===== src/rtl/sram_axi_arbiter.sv =====
// Shares one AXI3 master between the inst (read-only) and data (read/write) sram-like ports.
// Define ARB_RR_EN to replace fixed data-over-inst read priority with round-robin.
module sram_axi_arbiter #(
    parameter int AXI_ID_W = 4,
    parameter int INST_ID  = 0,
    parameter int DATA_ID  = 1
) (
    input  logic                clk,
    input  logic                reset,
    input  logic                inst_req,
    input  logic [1:0]          inst_size,
    input  logic [31:0]         inst_addr,
    output logic                inst_addr_ok,
    output logic                inst_data_ok,
    output logic [31:0]         inst_rdata,
    input  logic                data_req,
    input  logic                data_wr,
    input  logic [1:0]          data_size,
    input  logic [3:0]          data_wen,
    input  logic [31:0]         data_addr,
    input  logic [31:0]         data_wdata,
    output logic                data_addr_ok,
    output logic                data_data_ok,
    output logic [31:0]         data_rdata,
    output logic [AXI_ID_W-1:0] arid,
    output logic [31:0]         araddr,
    output logic [7:0]          arlen,
    output logic [2:0]          arsize,
    output logic                arvalid,
    input  logic                arready,
    input  logic [AXI_ID_W-1:0] rid,
    input  logic [31:0]         rdata,
    input  logic                rvalid,
    output logic                rready,
    output logic [AXI_ID_W-1:0] awid,
    output logic [31:0]         awaddr,
    output logic [7:0]          awlen,
    output logic [2:0]          awsize,
    output logic                awvalid,
    input  logic                awready,
    output logic [31:0]         wdata,
    output logic [3:0]          wstrb,
    output logic                wlast,
    output logic                wvalid,
    input  logic                wready,
    input  logic [AXI_ID_W-1:0] bid,
    input  logic                bvalid,
    output logic                bready
);

    typedef enum logic [1:0] {R_IDLE, R_AR, R_R} r_state_t;
    typedef enum logic [1:0] {W_IDLE, W_AW, W_B} w_state_t;

    r_state_t    r_state;
    w_state_t    w_state;
    logic [31:0] r_addr;
    logic [1:0]  r_size;
    logic        r_src;
    logic [31:0] w_addr;
    logic [31:0] w_wdata;
    logic [1:0]  w_size;
    logic [3:0]  w_wen;
    logic        data_busy;
    logic        inst_cand;
    logic        data_rd_cand;
    logic        data_wr_cand;
    logic        inst_grant;
    logic        data_grant;
    logic        r_fire;
    logic        b_fire;
    logic        unused_ids;

    // Only one transaction per ID is ever outstanding, so returned IDs carry no information.
    assign unused_ids = ^{rid, bid};

    assign inst_cand    = inst_req && (r_state == R_IDLE);
    assign data_rd_cand = data_req && !data_wr && !data_busy && (r_state == R_IDLE);
    assign data_wr_cand = data_req && data_wr && !data_busy && (w_state == W_IDLE);

`ifdef ARB_RR_EN
    logic last_grant;

    // last_grant: 0 = inst won last, 1 = data won last; the other side wins a conflict.
    assign data_grant = data_rd_cand && (!inst_cand || !last_grant);
    assign inst_grant = inst_cand && (!data_rd_cand || last_grant);

    always_ff @(posedge clk) begin
        if (reset) begin
            last_grant <= 1'b0;
        end else if (data_grant) begin
            last_grant <= 1'b1;
        end else if (inst_grant) begin
            last_grant <= 1'b0;
        end
    end
`else
    assign data_grant = data_rd_cand;
    assign inst_grant = inst_cand && !data_rd_cand;
`endif

    assign r_fire       = rready && rvalid;
    assign b_fire       = bready && bvalid;
    assign inst_addr_ok = inst_grant;
    assign data_addr_ok = data_grant || data_wr_cand;
    assign inst_data_ok = r_fire && !r_src;
    assign data_data_ok = (r_fire && r_src) || b_fire;
    assign inst_rdata   = rdata;
    assign data_rdata   = rdata;

    assign arid   = r_src ? AXI_ID_W'(DATA_ID) : AXI_ID_W'(INST_ID);
    assign araddr = r_addr;
    assign arlen  = 8'd0;
    assign arsize = {1'b0, r_size};
    assign awid   = AXI_ID_W'(DATA_ID);
    assign awaddr = w_addr;
    assign awlen  = 8'd0;
    assign awsize = {1'b0, w_size};
    assign wdata  = w_wdata;
    assign wstrb  = w_wen;
    assign wlast  = 1'b1;

    always_ff @(posedge clk) begin
        if (reset) begin
            r_state <= R_IDLE;
            r_addr  <= 32'd0;
            r_size  <= 2'd0;
            r_src   <= 1'b0;
            arvalid <= 1'b0;
            rready  <= 1'b0;
        end else begin
            case (r_state)
                R_IDLE: begin
                    if (data_grant || inst_grant) begin
                        r_addr  <= data_grant ? data_addr : inst_addr;
                        r_size  <= data_grant ? data_size : inst_size;
                        r_src   <= data_grant;
                        arvalid <= 1'b1;
                        r_state <= R_AR;
                    end
                end
                R_AR: begin
                    if (arready) begin
                        arvalid <= 1'b0;
                        rready  <= 1'b1;
                        r_state <= R_R;
                    end
                end
                R_R: begin
                    if (rvalid) begin
                        rready  <= 1'b0;
                        r_state <= R_IDLE;
                    end
                end
                default: r_state <= R_IDLE;
            endcase
        end
    end

    // AW and W complete independently; a valid already dropped counts as a finished handshake.
    always_ff @(posedge clk) begin
        if (reset) begin
            w_state <= W_IDLE;
            w_addr  <= 32'd0;
            w_size  <= 2'd0;
            w_wen   <= 4'd0;
            w_wdata <= 32'd0;
            awvalid <= 1'b0;
            wvalid  <= 1'b0;
            bready  <= 1'b0;
        end else begin
            case (w_state)
                W_IDLE: begin
                    if (data_wr_cand) begin
                        w_addr  <= data_addr;
                        w_size  <= data_size;
                        w_wen   <= data_wen;
                        w_wdata <= data_wdata;
                        awvalid <= 1'b1;
                        wvalid  <= 1'b1;
                        w_state <= W_AW;
                    end
                end
                W_AW: begin
                    if (awready) awvalid <= 1'b0;
                    if (wready) wvalid <= 1'b0;
                    if ((!awvalid || awready) && (!wvalid || wready)) begin
                        bready  <= 1'b1;
                        w_state <= W_B;
                    end
                end
                W_B: begin
                    if (bvalid) begin
                        bready  <= 1'b0;
                        w_state <= W_IDLE;
                    end
                end
                default: w_state <= W_IDLE;
            endcase
        end
    end

    always_ff @(posedge clk) begin
        if (reset) begin
            data_busy <= 1'b0;
        end else if (data_addr_ok) begin
            data_busy <= 1'b1;
        end else if (data_data_ok) begin
            data_busy <= 1'b0;
        end
    end

endmodule


===== config.mk =====
export PLATFORM = sky130hd
export DESIGN_NAME = sram_axi_arbiter
export DESIGN_NICKNAME = d
export VERILOG_FILES = /design/src/rtl/sram_axi_arbiter.sv
export SDC_FILE = /design/constraint.sdc
export NUM_CORES = 1
export LEC_CHECK = 0
export BUFFER_PORTS_ARGS = -buffer_cell sky130_fd_sc_hd__buf_2
export CAP_MARGIN = 10
export CORE_AREA = 2 2 137 139
export CTS_BUF_LIST = sky130_fd_sc_hd__clkbuf_8
export DETAILED_ROUTE_END_ITERATION = 12
export DIE_AREA = 0 0 139 141
export PLACE_DENSITY = 0.75
export REMOVE_ABC_BUFFERS = 1
export SYNTH_ARGS = -nofsm -noshare
export SYNTH_HDL_FRONTEND = slang
export SYNTH_SLANG_ARGS = --single-unit

===== constraint.sdc =====
create_clock -name clk -period 1.6 [get_ports clk]
set_input_delay 0 -clock clk [delete_from_list [all_inputs] [get_ports clk]]
set_output_delay 0 -clock clk [all_outputs]
set_load 0.005 [all_outputs]

==> results.sh <==
export IMPL_ys_warn_count=0
export IMPL_numPortBuffers=227
export IMPL_leakagePower_uw=0.00355
export IMPL_p_int_uw=6120
export IMPL_syn2layout_area_growth_pct=43.2
export IMPL_hold_class="input port to output pin"
export IMPL_detail_route_antenna_nets=0
export IMPL_die_h_microns=141
export IMPL_drc=0
export IMPL_synth_cells=715
export IMPL_viasPerCell=5.46
export IMPL_critPathCaptureType="register"
export IMPL_grt_pass1_vias=6453
export IMPL_comb_power_share=0.219
export IMPL_clock_latency_ns=0.43
export IMPL_max_slew_worst_pin_slew_ns=0.500
export IMPL_initial_core_util=0.335
export IMPL_cellPowerDensity_nw_per_um2=965
export IMPL_period_needed_ns=1.56
export IMPL_drt_pass1_iter_count=4
export IMPL_fin_cells=1216
export IMPL_place_congestion=0.807
export IMPL_grt_first_pass_wirelength_microns=36600
export IMPL_io_pins=358
export IMPL_finalCritPeriodShare=0.977
export IMPL_cp_arrival_ns=1.90
export IMPL_drtIter0Drc=388
export IMPL_status="complete, no violations"
export IMPL_fmax_ghz=0.640
export IMPL_finalPower_uw=8470
export IMPL_antenna_found_initial=0
export IMPL_fin_nets=1123
export IMPL_crit_top_cell="buf_4"
export IMPL_dp_cells=1064
export IMPL_skew_ns=0.0120
export IMPL_cts_tree="built"
export IMPL_peakVddDrop_mv=0.580
export IMPL_grt_max_degree=75
export IMPL_ys_ff_latch=115
export IMPL_path_max_fanout=14
export IMPL_clockBufferDepth=2
export IMPL_core_sq_um=18300
export IMPL_cp_cell_sequence="nor4b_4, buf_6, buf_4, buf_4, nand3b_1, a41oi_2"
export IMPL_clockPowerShare=0.401
export IMPL_slew_headroom=0.666
export IMPL_drv_cap=0
export IMPL_overflow=0
export IMPL_rsz0062_at_grt="false"
export IMPL_die_w_microns=139
export IMPL_h_tree_depth=4
export IMPL_syn_area_sq_um=6130
export IMPL_cts_sinks=115
export IMPL_routedWlPerCell_microns=20.3
export IMPL_post_dp_hpwl_microns=15200
export IMPL_swShare=0.277
export IMPL_setup_violations_final=0
export IMPL_clkTransAtPathRegs_ns=0.07
export IMPL_rows=50
export IMPL_dpl_cell_area_sq_um=7010
export IMPL_startpoint_type="register"
export IMPL_n_antenna_cell=0
export IMPL_path_delay_family="simple AND/OR/NAND/NOR gates"
export IMPL_worst_path_max_delay_cell="dfxtp_4"
export IMPL_drive_gt1_frac=0.372
export IMPL_p_seq_frac=0.380
export IMPL_wl_microns=24700
export IMPL_root_buffer="clkbuf_8"
export IMPL_via_count=6635
export IMPL_slowest_delay_ns=0.38
export IMPL_track_usage=0.242
export IMPL_netlist_cell_type_count=37
export IMPL_die_area_sq_um=19600
export IMPL_crit_buf_inv=3
export IMPL_drv_slew=0
export IMPL_numCtsBuffers=17
export IMPL_finalHoldViolations=0
export IMPL_cp_required_ns=1.94
export IMPL_final_cell_area_sq_um=8770
export IMPL_yosysSeqAreaShare=0.376
export IMPL_syn_avg_cell_area_sq_um=8.57
export IMPL_switching_power_uw=2350
export IMPL_critical_path_class="register to register"
export IMPL_final_util=0.480
export IMPL_fillerInstances=1661
[cell usage in the layout (no fill, tap or decap), types with 6 or more instances in the layout]
master and n:
buf_12 12, clkbuf_8 21, dfxtp_1 111, dlygate4sd3_1 111
o21ai_0 74, conb_1 26, nand3_1 85, a41oi_2 32
nand4_1 34, buf_2 226, a21oi_1 77, nand2_1 38
inv_1 6, nand3b_1 34, bufinv_16 6, nand3_2 20
buf_4 22
[metal layers]
| layer | global-route usage | vias up | part of all wire |
|---|---|---|---|
| met4 | 0.0856 | 2 | 0.023 |
| met3 | 0.118 | 64 | 0.11 |
| met5 | 0.0326 | - | 0.0021 |
| met1 | 0.288 | 3152 | 0.40 |
| met2 | 0.376 | 445 | 0.46 |
| li1 | - | 2972 | - |
[what timing repair did]
| action | 4_1_cts | 5_1_grt |
|---|---|---|
| endpoints found under the hold margin | 113 | 0 |
| hold buffers | 111 | 0 |
| pin swaps | 1 | 2 |
| buffers inserted | 4 | 3 |
| resized for setup | 8 | 9 |
| cloned | 2 | 0 |
| endpoints found under the setup margin | 2 | 47 |
[power groups by stage]
| stage | clock (uW) | sequential (uW) | combinational [uW] |
|---|---|---|---|
| global placement | 0 | 3270 | 1500 |
| finish | 3390 | 3220 | 1860 |
| floorplan | 0 | 3320 | 610 |
| detailed placement | 0 | 3280 | 1520 |
| CTS | 3470 | 3210 | 1800 |
| global route | 3600 | 3240 | 1990 |
[synthesized netlist by cell type]
cell	instances	area (sq um)
nand2b_1	3	18.8
nand3b_1	34	255
nor4b_4	1	23.8
nand4_1	34	213
nor3_1	2	10.0
nor2_1	2	7.51
nor2b_1	1	6.26
and3_1	1	6.26
a21boi_0	1	7.51
nand4b_1	1	8.76
or2_2	2	12.5
a41oi_1	2	17.5
nand3_2	20	200
clkbuf_1	39	146
nor2_2	1	6.26
buf_4	91	683
nor3b_1	2	15.0
or3b_1	1	8.76
inv_1	5	18.8
nor4_1	1	6.26
dfxtp_1	115	2300
buf_1	3	11.3
o31ai_1	2	15.0
a31oi_1	2	12.5
conb_1	2	7.51
and4bb_2	1	12.5
a41oi_2	32	521
buf_6	6	67.6
clkinv_1	1	3.75
nand2_1	40	150
nand3_1	85	425
a21oi_1	79	395
a2111oi_0	1	8.76
buf_2	26	130
o21ai_0	74	370
a32o_1	1	10.0
nand4bb_1	1	11.3
[state kept, by name, summed over array words and instances, names as in the netlist, 2 cells and up]
name     flops
araddr      32
awaddr      32
r_size       2
r_state      2
w_size       2
w_state      2
wdata       32
wstrb        4
[final timing paths]
check / start / endpoint / slack [ns] / cells after the start
hold / removal: rdata[19] / inst_rdata[19] / 0.000006 / 0
hold reg to reg: wdata[27]$_SDFFE_PP0P_ / wdata[27]$_SDFFE_PP0P_ / 0.47 / 2
setup / recovery: r_state[1]$_SDFFE_PP0P_ / araddr[23]$_SDFFE_PP0P_ / 0.04 / 6
setup reg to reg: r_state[1]$_SDFFE_PP0P_ / araddr[23]$_SDFFE_PP0P_ / 0.04 / 6
[cells by family after synthesis]
family / Yosys count / synth area share
compound gates: 194 / 0.222
other cells: 2 / 0.00123
buf+inv: 171 / 0.173
flops: 115 / 0.376
simple gates: 233 / 0.228
[final cells by class]
type / instances / area, sq um / share of cell area
well taps: 234 / 293 / 0.0334
repair buffers: 376 / 2750 / 0.313
multi-input cells: 453 / 2900 / 0.331
flip-flops and latches: 115 / 2310 / 0.264
clock buffers: 21 / 289 / 0.0329
clock inverters: 11 / 205 / 0.0234
inverters: 6 / 22.5 / 0.00257
[stage by stage]
step | hold slack (ns) | worst slack [ns] | TNS [ns]
final | 0.00000563 | 0.0365 | 0
after global routing | 0.0000607 | 0.00636 | 0
after CTS | 0.0000627 | -0.0295 | -0.206
after detailed placement | 0.0000627 | 0.106 | 0
after global placement | 0.0000627 | 0.156 | 0
after floorplan | 0 | -1.27 | -108.24
Note: power is estimated with default switching activity, not from simulation.
